==> src/rtl/stream_demux.sv <==
// -----------------------------------------------------------------------------
// stream_demux
//   Registered valid/ready stream demultiplexer. Each input word carries a
//   destination index (in_sel). The word is steered to one of NUM_OUT output
//   streams through a single-entry output register. Latency is 1 cycle and
//   throughput is 1 word/cycle. Words whose select is out of range are dropped:
//   each drop raises err_drop for one cycle and increments a saturating
//   8-bit counter.
//
// Ports
//   clk         in   1        clock, all logic on posedge
//   rst         in   1        synchronous active-high reset
//   in_valid    in   1        input word valid
//   in_ready    out  1        block can accept the input word (combinational)
//   in_data     in   WIDTH    input word
//   in_sel      in   SEL_W    destination index, sampled with in_data
//   out_valid   out  NUM_OUT  per-output valid, one-hot or zero
//   out_ready   in   NUM_OUT  per-output ready
//   out_data    out  WIDTH    shared output data bus, qualified by out_valid
//   err_drop    out  1        1-cycle pulse after an out-of-range word is dropped
//   drop_count  out  8        saturating count of dropped words
// -----------------------------------------------------------------------------
module stream_demux #(
  parameter int WIDTH   = 8,
  parameter int NUM_OUT = 2,
  localparam int SEL_W  = $clog2(NUM_OUT)
) (
  input  logic               clk,
  input  logic               rst,
  input  logic               in_valid,
  output logic               in_ready,
  input  logic [WIDTH-1:0]   in_data,
  input  logic [SEL_W-1:0]   in_sel,
  output logic [NUM_OUT-1:0] out_valid,
  input  logic [NUM_OUT-1:0] out_ready,
  output logic [WIDTH-1:0]   out_data,
  output logic               err_drop,
  output logic [7:0]         drop_count
);

  // Slot state
  logic               slot_full_q, slot_full_d;
  logic [SEL_W-1:0]   slot_dest_q, slot_dest_d;
  logic [WIDTH-1:0]   slot_data_q, slot_data_d;
  logic               err_drop_q, err_drop_d;
  logic [7:0]         drop_count_q, drop_count_d;

  logic [NUM_OUT-1:0] out_valid_s;
  logic               fire_s;
  logic               accept_s;
  logic               sel_ok_s;
  logic               in_ready_s;

  // Decode the slot destination into per-output valids; fire when the
  // targeted output is ready (readies of other outputs are masked off).
  always_comb begin
    out_valid_s = '0;
    for (int i = 0; i < NUM_OUT; i++) begin
      out_valid_s[i] = slot_full_q && (slot_dest_q == SEL_W'(i));
    end
    fire_s = |(out_valid_s & out_ready);
  end

  // The extra top bit keeps the compare exact when NUM_OUT is a power of
  // two: then every select is in range and the compare folds to constant 1.
  assign sel_ok_s   = ({1'b0, in_sel} < (SEL_W + 1)'(NUM_OUT));
  assign in_ready_s = !rst && (!slot_full_q || fire_s);
  assign accept_s   = in_valid && in_ready_s;

  // Next-state logic for the slot and the drop bookkeeping.
  always_comb begin
    slot_full_d  = slot_full_q;
    slot_dest_d  = slot_dest_q;
    slot_data_d  = slot_data_q;
    err_drop_d   = 1'b0;
    drop_count_d = drop_count_q;

    if (fire_s) begin
      slot_full_d = 1'b0;
    end else begin
      slot_full_d = slot_full_q;
    end

    if (accept_s && sel_ok_s) begin
      // A same-cycle fire and accept simply reloads the slot.
      slot_full_d = 1'b1;
      slot_dest_d = in_sel;
      slot_data_d = in_data;
    end else if (accept_s) begin
      err_drop_d = 1'b1;
      if (drop_count_q != 8'hFF) begin
        drop_count_d = drop_count_q + 8'd1;
      end else begin
        drop_count_d = drop_count_q;
      end
    end else begin
      err_drop_d = 1'b0;
    end
  end

  // State registers with synchronous reset.
  always_ff @(posedge clk) begin
    if (rst) begin
      slot_full_q  <= 1'b0;
      slot_dest_q  <= '0;
      slot_data_q  <= '0;
      err_drop_q   <= 1'b0;
      drop_count_q <= 8'd0;
    end else begin
      slot_full_q  <= slot_full_d;
      slot_dest_q  <= slot_dest_d;
      slot_data_q  <= slot_data_d;
      err_drop_q   <= err_drop_d;
      drop_count_q <= drop_count_d;
    end
  end

  assign in_ready   = in_ready_s;
  assign out_valid  = out_valid_s;
  assign out_data   = slot_data_q;
  assign err_drop   = err_drop_q;
  assign drop_count = drop_count_q;

endmodule

==> config.mk <==
export PLATFORM = sky130hd
export DESIGN_NAME = stream_demux
export DESIGN_NICKNAME = d
export VERILOG_FILES = /design/src/rtl/stream_demux.sv
export SDC_FILE = /design/constraint.sdc
export NUM_CORES = 1
export LEC_CHECK = 0
export BUFFER_PORTS_ARGS = -buffer_cell sky130_fd_sc_hd__buf_4
export CORE_ASPECT_RATIO = 1.2
export CORE_MARGIN = 10
export CORE_UTILIZATION = 45
export DETAILED_ROUTE_END_ITERATION = 12
export PLACE_DENSITY = 0.77
export SLEW_MARGIN = 15
export SYNTH_ARGS = -nofsm -noshare
export SYNTH_HDL_FRONTEND = slang
export SYNTH_SLANG_ARGS = --single-unit
==> constraint.sdc <==
create_clock -name clk -period 1.39 [get_ports clk]
set_input_delay 0.3475 -clock clk [delete_from_list [all_inputs] [get_ports clk]]
set_output_delay 0.3475 -clock clk [all_outputs]
set_load 0.01 [all_outputs]
* Word-level counts from Yosys, hierarchy flattened
Cells that the tools add are included.
** Storage, ports and cells
- Flip-flop bits (word level) :: 10
- Bits of input ports :: 14
- Output and inout bits :: 20
- Word-level logic and storage cells :: 16
** Operators by class
- Multiplexer cells :: 2
- Bitwise logic cells :: 2
- Reduce and logical (&&, ||, !) cells :: 9
** Operators by type and width (count)
- $logic_and 1x1->1 :: 4
- $and 2x2->2 :: 1
- $logic_not 1->1 :: 2
- $mux 1 :: 2
- $reduce_bool 2->1 :: 1
- $reduce_or 2->1 :: 1
- $logic_or 1x1->1 :: 1
- $not 1->1 :: 1

* Logic depth before layout (Yosys ltp)
Gate-level depths: netlist of the first run.
- Word-level depth :: 8
- Depth in mapped cells :: 5
- Gate-level depth less buffers :: 3

* Worst setup path before layout of the first run
No wires, ideal clock.
- Kind :: register -> output
- Start :: register slot_dest_q
- End :: output in_ready
- Data arrival time :: 1.013 ns
- Slack :: 0.030 ns
- Cell stages (with the launch flop) :: 4
- Cells stage by stage :: dfxtp_1 mux2i_4 buf_8 a21oi_1
** Between the ends
- Longest elaborated chain between the ends :: 6
- Elaborated cells between the ends (all ways) :: 7
- Classes of those cells :: bitwise: 2; reduce/logical: 5
** RTL lines
- start: declaration :: line 43 : logic [SEL_W-1:0] slot_dest_q, slot_dest_d;
- start signal: assignment :: line 111 : slot_dest_q <= slot_dest_d;
- $not 1->1 :: line 59 : out_valid_s[i] = slot_full_q && (slot_dest_q == SEL_W'(i));
- $logic_and 1x1->1 :: line 59
- $and 2x2->2 (*) :: line 61 : fire_s = |(out_valid_s & out_ready);
- $reduce_or 2->1 (*) :: line 61
- $logic_or 1x1->1 (*) :: line 67 : assign in_ready_s = !rst && (!slot_full_q || fire_s);
- $logic_and 1x1->1 (*) :: line 67
- end: declaration :: line 31 : output logic in_ready,
Mark *: on every way between the ends. The rest lies on a longest branch, timed or not.

* Worst setup path after layout of the first run
Ends and elaborated chain as after synthesis.

==> results.sh, run 1 <==
export IMPL_cp_start_kind="register"
export IMPL_stdcell_area_um2=978
export IMPL_p_leak_nw=0.417
export IMPL_clockBufferDepth=2
export IMPL_status="finished, violations left"
export IMPL_yosysWarningCount=0
export IMPL_cp_arrival_ns=1.10
export IMPL_antenna_cells=0
export IMPL_total_power_w=0.000853
export IMPL_rsz0062_at_grt="yes"
export IMPL_cts_tree="done"
export IMPL_power_density_nw_per_um2=872
export IMPL_r2r_cells=5
export IMPL_wl_met3_um=137
export IMPL_finalCritPeriodShare=1.04
export IMPL_dieArea_um2=3760
export IMPL_r2r_slack_ns=0.10
export IMPL_fin_util=0.603
export IMPL_holdWs_ns=0.327
export IMPL_worst_slew_pin_slew_ns=0.563
export IMPL_cap_violations=0
export IMPL_antenna_found_initial=0
export IMPL_hp_start="in_data[7]"
export IMPL_final_hold_viol_count=0
export IMPL_clk_latency_ns=0.26
export IMPL_violations="setup timing"
export IMPL_wl_met2_um=938
export IMPL_synth_cell_types=23
export IMPL_critPathKind="reg -> out"
export IMPL_routabilityCongestion=0.731
export IMPL_place_port_buffers=24
export IMPL_grt_max_degree=20
export IMPL_std_cell_rows=16
export IMPL_io_pins=34
export IMPL_worstSetupStartpoint="slot_dest_q"
export IMPL_grt_overflow_total=0
export IMPL_fill_cells=147
export IMPL_hold_depth=3
export IMPL_start_util=0.472
export IMPL_wl_met1_um=833
export IMPL_worstPathRequired_ns=1.04
export IMPL_numCtsBuffers=3
export IMPL_yosysTopAreaCellShare=0.261
export IMPL_synth_top_area_cell="dfxtp_1"
export IMPL_layout_drive_gt1_share=0.435
export IMPL_holdPathEnd="out_data[7]"
export IMPL_peakVddDrop_v=0.000448
export IMPL_core_um2=1620
export IMPL_tns_ns=-0.0644
export IMPL_ctsHoldBuffers=0
export IMPL_grt_pass1_wl_um=2950
export IMPL_drtIter0Drc=14
export IMPL_cts_htree_levels=1
export IMPL_drv_slew=0
export IMPL_track_usage=0.0907
export IMPL_drtPass1Iterations=4
export IMPL_cts_root_buf="clkbuf_4"
export IMPL_clock_skew_ns=0.00306
export IMPL_clk_pin_slew_ns=0.07
export IMPL_synth_avg_cell_area_um2=9.23
export IMPL_hold_path_class="in -> reg"
export IMPL_ys_top_cells_by_area="dfxtp_1, o211ai_2, buf_4"
export IMPL_mostFrequentLayoutCell="buf_4"
export IMPL_die_w_um=57.7
export IMPL_synthCells=83
export IMPL_end_kind="primary output"
export IMPL_vias=695
export IMPL_ys_ff_latch=10
export IMPL_area_growth_pct=27.8
export IMPL_r2r_end="out_data[4]"
export IMPL_dr_max_layer_used="met3"
export IMPL_max_slew_margin=0.624
export IMPL_period_minus_slack_ns=1.45
export IMPL_setup_violations=2
export IMPL_routed_wl_um=1910
export IMPL_drtAntennaViolNets=0
export IMPL_drc=0
export IMPL_first_global_vias=689
export IMPL_dpl_cell_area_um2=927
export IMPL_nets=123
export IMPL_chipHeight_um=65.2
export IMPL_hpwl_um=1430
export IMPL_clock_fmax_ghz=0.689
export IMPL_vias_per_cell=5.52
export IMPL_cp_max_fo=3
export IMPL_avgRoutedWirePerCell_um=15.2
export IMPL_regToRegStartpoint="slot_dest_q"
export IMPL_finalWorstSetupSlack_ns=-0.0623
export IMPL_synth_seq_area_share=0.261
export IMPL_syn_area_um2=766
export IMPL_clock_sinks=10
export IMPL_mostFrequentLayoutCells="buf_4, conb_1, dfxtp_1"
==> final cells by class <==
cell class | instances | area [um2] | area share
tap | 18 | 22.5 | 0.0230
multi-input combinational | 60 | 459 | 0.469
inverter | 3 | 11.3 | 0.0115
clock buffer | 4 | 36.3 | 0.0371
sequential | 10 | 204 | 0.208
timing repair buffer | 31 | 245 | 0.251
==> cells in the mapped netlist, drive strengths merged <==
library cell,number
a21o,1
a21oi,2
a221oi,1
a31oi,8
buf,15
clkbuf,3
conb,1
dfxtp,10
inv,3
mux2i,1
nand2b,1
nand3b,8
nand4b,8
nor2,3
nor2b,1
nor3b,8
o211ai,8
o21ai,1
==> routing by layer <==
metal  up-vias  track usage
met5         -            0
met4         0       0.0176
met3         0       0.0365
met2        27        0.160
met1       326       0.0992
li1        342            -
==> state kept, by name, indices dropped and copies added (netlist names) <==
| signal | flops |
|---|---|
| slot_full_q | 1 |
| slot_dest_q | 1 |
| out_data | 8 |
==> worst max-delay path, cell delays in order, from the launching register on <==
cell and delay (ns):
dfxtp_4 0.37, mux2i_4 0.24, a21oi_2 0.09, buf_4 0.15
==> stage by stage <==
| stage | std cells | setup slack (ns) |
|---|---|---|
| detailed placement | 121 | 0.0516 |
| floorplan | 91 | 0.0297 |
| CTS | 125 | -0.0704 |
| global placement | 121 | 0.0883 |
| global route | 126 | -0.109 |
| finish | 126 | -0.0623 |
==> power breakdown <==
| part | leakage, nW | switching [W] | internal, W |
|---|---|---|---|
| logic | 0.313 | 0.000124 | 0.000126 |
| registers | 0.0836 | 0.0000201 | 0.000313 |
| clock network | 0.0210 | 0.000112 | 0.000159 |
| total | 0.417 | 0.000255 | 0.000598 |
==> timing repair <==
action / CTS / global route
endpoints found under the setup margin: 1 / 3
pin swaps: 1 / 0
resized for setup: 3 / 0
setup buffers: 0 / 1
==> worst max-delay path by stage <==
stage	slack (ns)	to	cells after the start
2_1_floorplan	0.03	in_ready	3
3_3_place_gp	0.09	out_data[0]	4
3_5_place_dp	0.05	out_data[2]	4
4_1_cts	-0.07	in_ready	3
5_1_grt	-0.11	in_ready	3
6_report	-0.06	in_ready	3
==> cells by family (layout without fill, tap and decap cells) <==
logic type / count (synthesis) / in the layout / share of synthesized area
muxes: 1 / 1 / 0.0294
buffers and inverters: 21 / 38 / 0.183
and+or+nand+nor: 29 / 29 / 0.279
DFF: 10 / 10 / 0.261
AOI/OAI and AO/OA: 21 / 21 / 0.242
other: 1 / 9 / 0.00490
Power figures use the tool's default switching activity.
==> run 2: changes to the inputs <==
--- a/config.mk
+++ b/config.mk
@@ -6,11 +6,13 @@
 export NUM_CORES = 1
 export LEC_CHECK = 0
 export BUFFER_PORTS_ARGS = -buffer_cell sky130_fd_sc_hd__buf_4
+export CELL_PAD_IN_SITES_DETAIL_PLACEMENT = 1
+export CELL_PAD_IN_SITES_GLOBAL_PLACEMENT = 1
 export CORE_ASPECT_RATIO = 1.2
 export CORE_MARGIN = 10
-export CORE_UTILIZATION = 45
+export CORE_UTILIZATION = 33
 export DETAILED_ROUTE_END_ITERATION = 12
-export PLACE_DENSITY = 0.77
+export PLACE_DENSITY_LB_ADDON = 0.1
 export SLEW_MARGIN = 15
 export SYNTH_ARGS = -nofsm -noshare
 export SYNTH_HDL_FRONTEND = slang
==> run 2 against run 1 <==
Against the previous run: the flow still finishes with violations (setup timing); die area rose by 24%; core utilization fell by 17 points; maximum frequency rose by 1.4%; sequential power barely moved; critical path type unchanged; largest power group unchanged; highest routed layer is now met4.
==> results.sh, run 2 (synthesis gave the netlist of run 1 again) <==
export IMPL_status="finished, violations left"
export IMPL_violations="setup timing"
export IMPL_worstPathCellList="mux2i_4 > a21oi_2 > buf_4"
export IMPL_crit_path_top_delay_cell="dfxtp_4"
export IMPL_period_minus_slack_ns=1.43
export IMPL_grt_max_degree=20
export IMPL_grt_overflow_total=0
export IMPL_hold_path_class="in -> reg"
export IMPL_mostFrequentLayoutCells="buf_4, conb_1, dfxtp_1"
export IMPL_fin_util=0.429
export IMPL_drtPass1Iterations=4
export IMPL_tns_ns=-0.0428
export IMPL_p_leak_nw=0.406
export IMPL_vias=708
export IMPL_drtAntennaViolNets=0
export IMPL_place_port_buffers=24
export IMPL_setup_violations=1
export IMPL_max_slew_margin=0.613
export IMPL_r2r_slack_ns=0.18
export IMPL_cp_arrival_ns=1.09
export IMPL_holdWs_ns=0.330
export IMPL_clk_latency_ns=0.26
export IMPL_area_growth_pct=26.5
export IMPL_end_kind="primary output"
export IMPL_cts_root_buf="clkbuf_4"
export IMPL_core_um2=2260
export IMPL_cpPeakStageDelay_ns=0.37
export IMPL_hpwl_um=1710
export IMPL_rsz0062_at_grt="yes"
export IMPL_cp_start_kind="register"
export IMPL_clockBufferDepth=2
export IMPL_power_density_nw_per_um2=811
export IMPL_first_global_vias=804
export IMPL_clock_sinks=10
export IMPL_die_w_um=64.0
export IMPL_chipHeight_um=72.8
export IMPL_finalWorstSetupSlack_ns=-0.0428
export IMPL_routabilityCongestion=0.686
export IMPL_worstPathRequired_ns=1.04
export IMPL_layout_drive_gt1_share=0.449
export IMPL_largest_register_ffs=8
export IMPL_worst_slew_pin_slew_ns=0.579
export IMPL_clock_skew_ns=0.00623
export IMPL_cts_htree_levels=1
export IMPL_start_util=0.339
export IMPL_numCtsBuffers=3
export IMPL_cp_max_fo=2
export IMPL_cap_violations=0
export IMPL_final_hold_viol_count=0
export IMPL_drtIter0Drc=26
export IMPL_drc=0
export IMPL_drv_slew=0
export IMPL_grt_pass1_wl_um=3630
export IMPL_track_usage=0.0928
export IMPL_clock_fmax_ghz=0.698
export IMPL_clk_pin_slew_ns=0.07
export IMPL_finalCritPeriodShare=1.03
export IMPL_routed_wl_um=2210
export IMPL_cts_tree="done"
export IMPL_vias_per_cell=5.13
export IMPL_nets=123
export IMPL_antenna_found_initial=0
export IMPL_peakVddDrop_v=0.000426
export IMPL_dieArea_um2=4660
export IMPL_mostFrequentLayoutCell="buf_4"
export IMPL_critPathKind="reg -> out"
export IMPL_io_pins=34
export IMPL_std_cell_rows=19
export IMPL_avgRoutedWirePerCell_um=16.0
export IMPL_antenna_cells=0
-- run 2: cell types whose count changed in the layout (fill, tap and decap cells not counted), sizes merged --
| cell | change |
|---|---|
| clkbuf | -1 |
-- run 2: worst paths after layout --
path,start,end,cells after the start
worst min-delay path,in_data[7],out_data[7],3
worst max register to register,slot_dest_q,out_data[6],4
worst min register to register,out_data[3],out_data[3],2
worst max-delay path,slot_dest_q,in_ready,3
-- run 2: cell type report --
cell class | instances | area, um2
Tap cell | 31 | 38.8
Timing Repair Buffer | 31 | 233
Fill cell | 277 | 1290
Inverter | 3 | 11.3
Sequential cell | 10 | 204
Clock buffer | 3 | 22.5
Multi-Input combinational cell | 60 | 459
-- run 2: report_power, final --
part	leakage, nW	internal [W]	switching, W
logic	0.308	0.000122	0.000127
registers	0.0836	0.000313	0.0000205
clock network	0.0138	0.0000998	0.000103
total	0.406	0.000535	0.000250
-- run 2: stage by stage --
step	cell area (um2)	power, W	std cells	worst slack [ns]
after detailed placement	931	0.000587	134	0.0539
after floorplan	796	0.000501	91	0.0297
after CTS	968	0.000796	138	-0.0608
final	968	0.000785	138	-0.0428
after global routing	968	0.000831	138	-0.0808
after global placement	931	0.000582	134	0.0595
-- run 2: critical path, delay by kind of cell (launching register included) --
| kind | cells | cell delay, ns |
|---|---|---|
| DFF | 1 | 0.37 |
| AOI/OAI and AO/OA | 1 | 0.08 |
| muxes | 1 | 0.24 |
| buffers and inverters | 1 | 0.15 |
-- run 2: repair_timing --
action	CTS	global route
setup buffers	1	0
hold buffers	0	0
resized for setup	3	2
endpoints found under the hold margin	0	0
endpoints found under the setup margin	1	3
pin swaps	1	1
-- run 2: layer usage --
layer | wire [um] | up-vias | global-route usage
met5 | 0 | - | 0
met4 | 9 | 0 | 0.0219
met3 | 70 | 2 | 0.0215
met2 | 1130 | 19 | 0.165
met1 | 1000 | 346 | 0.109
li1 | - | 341 | -
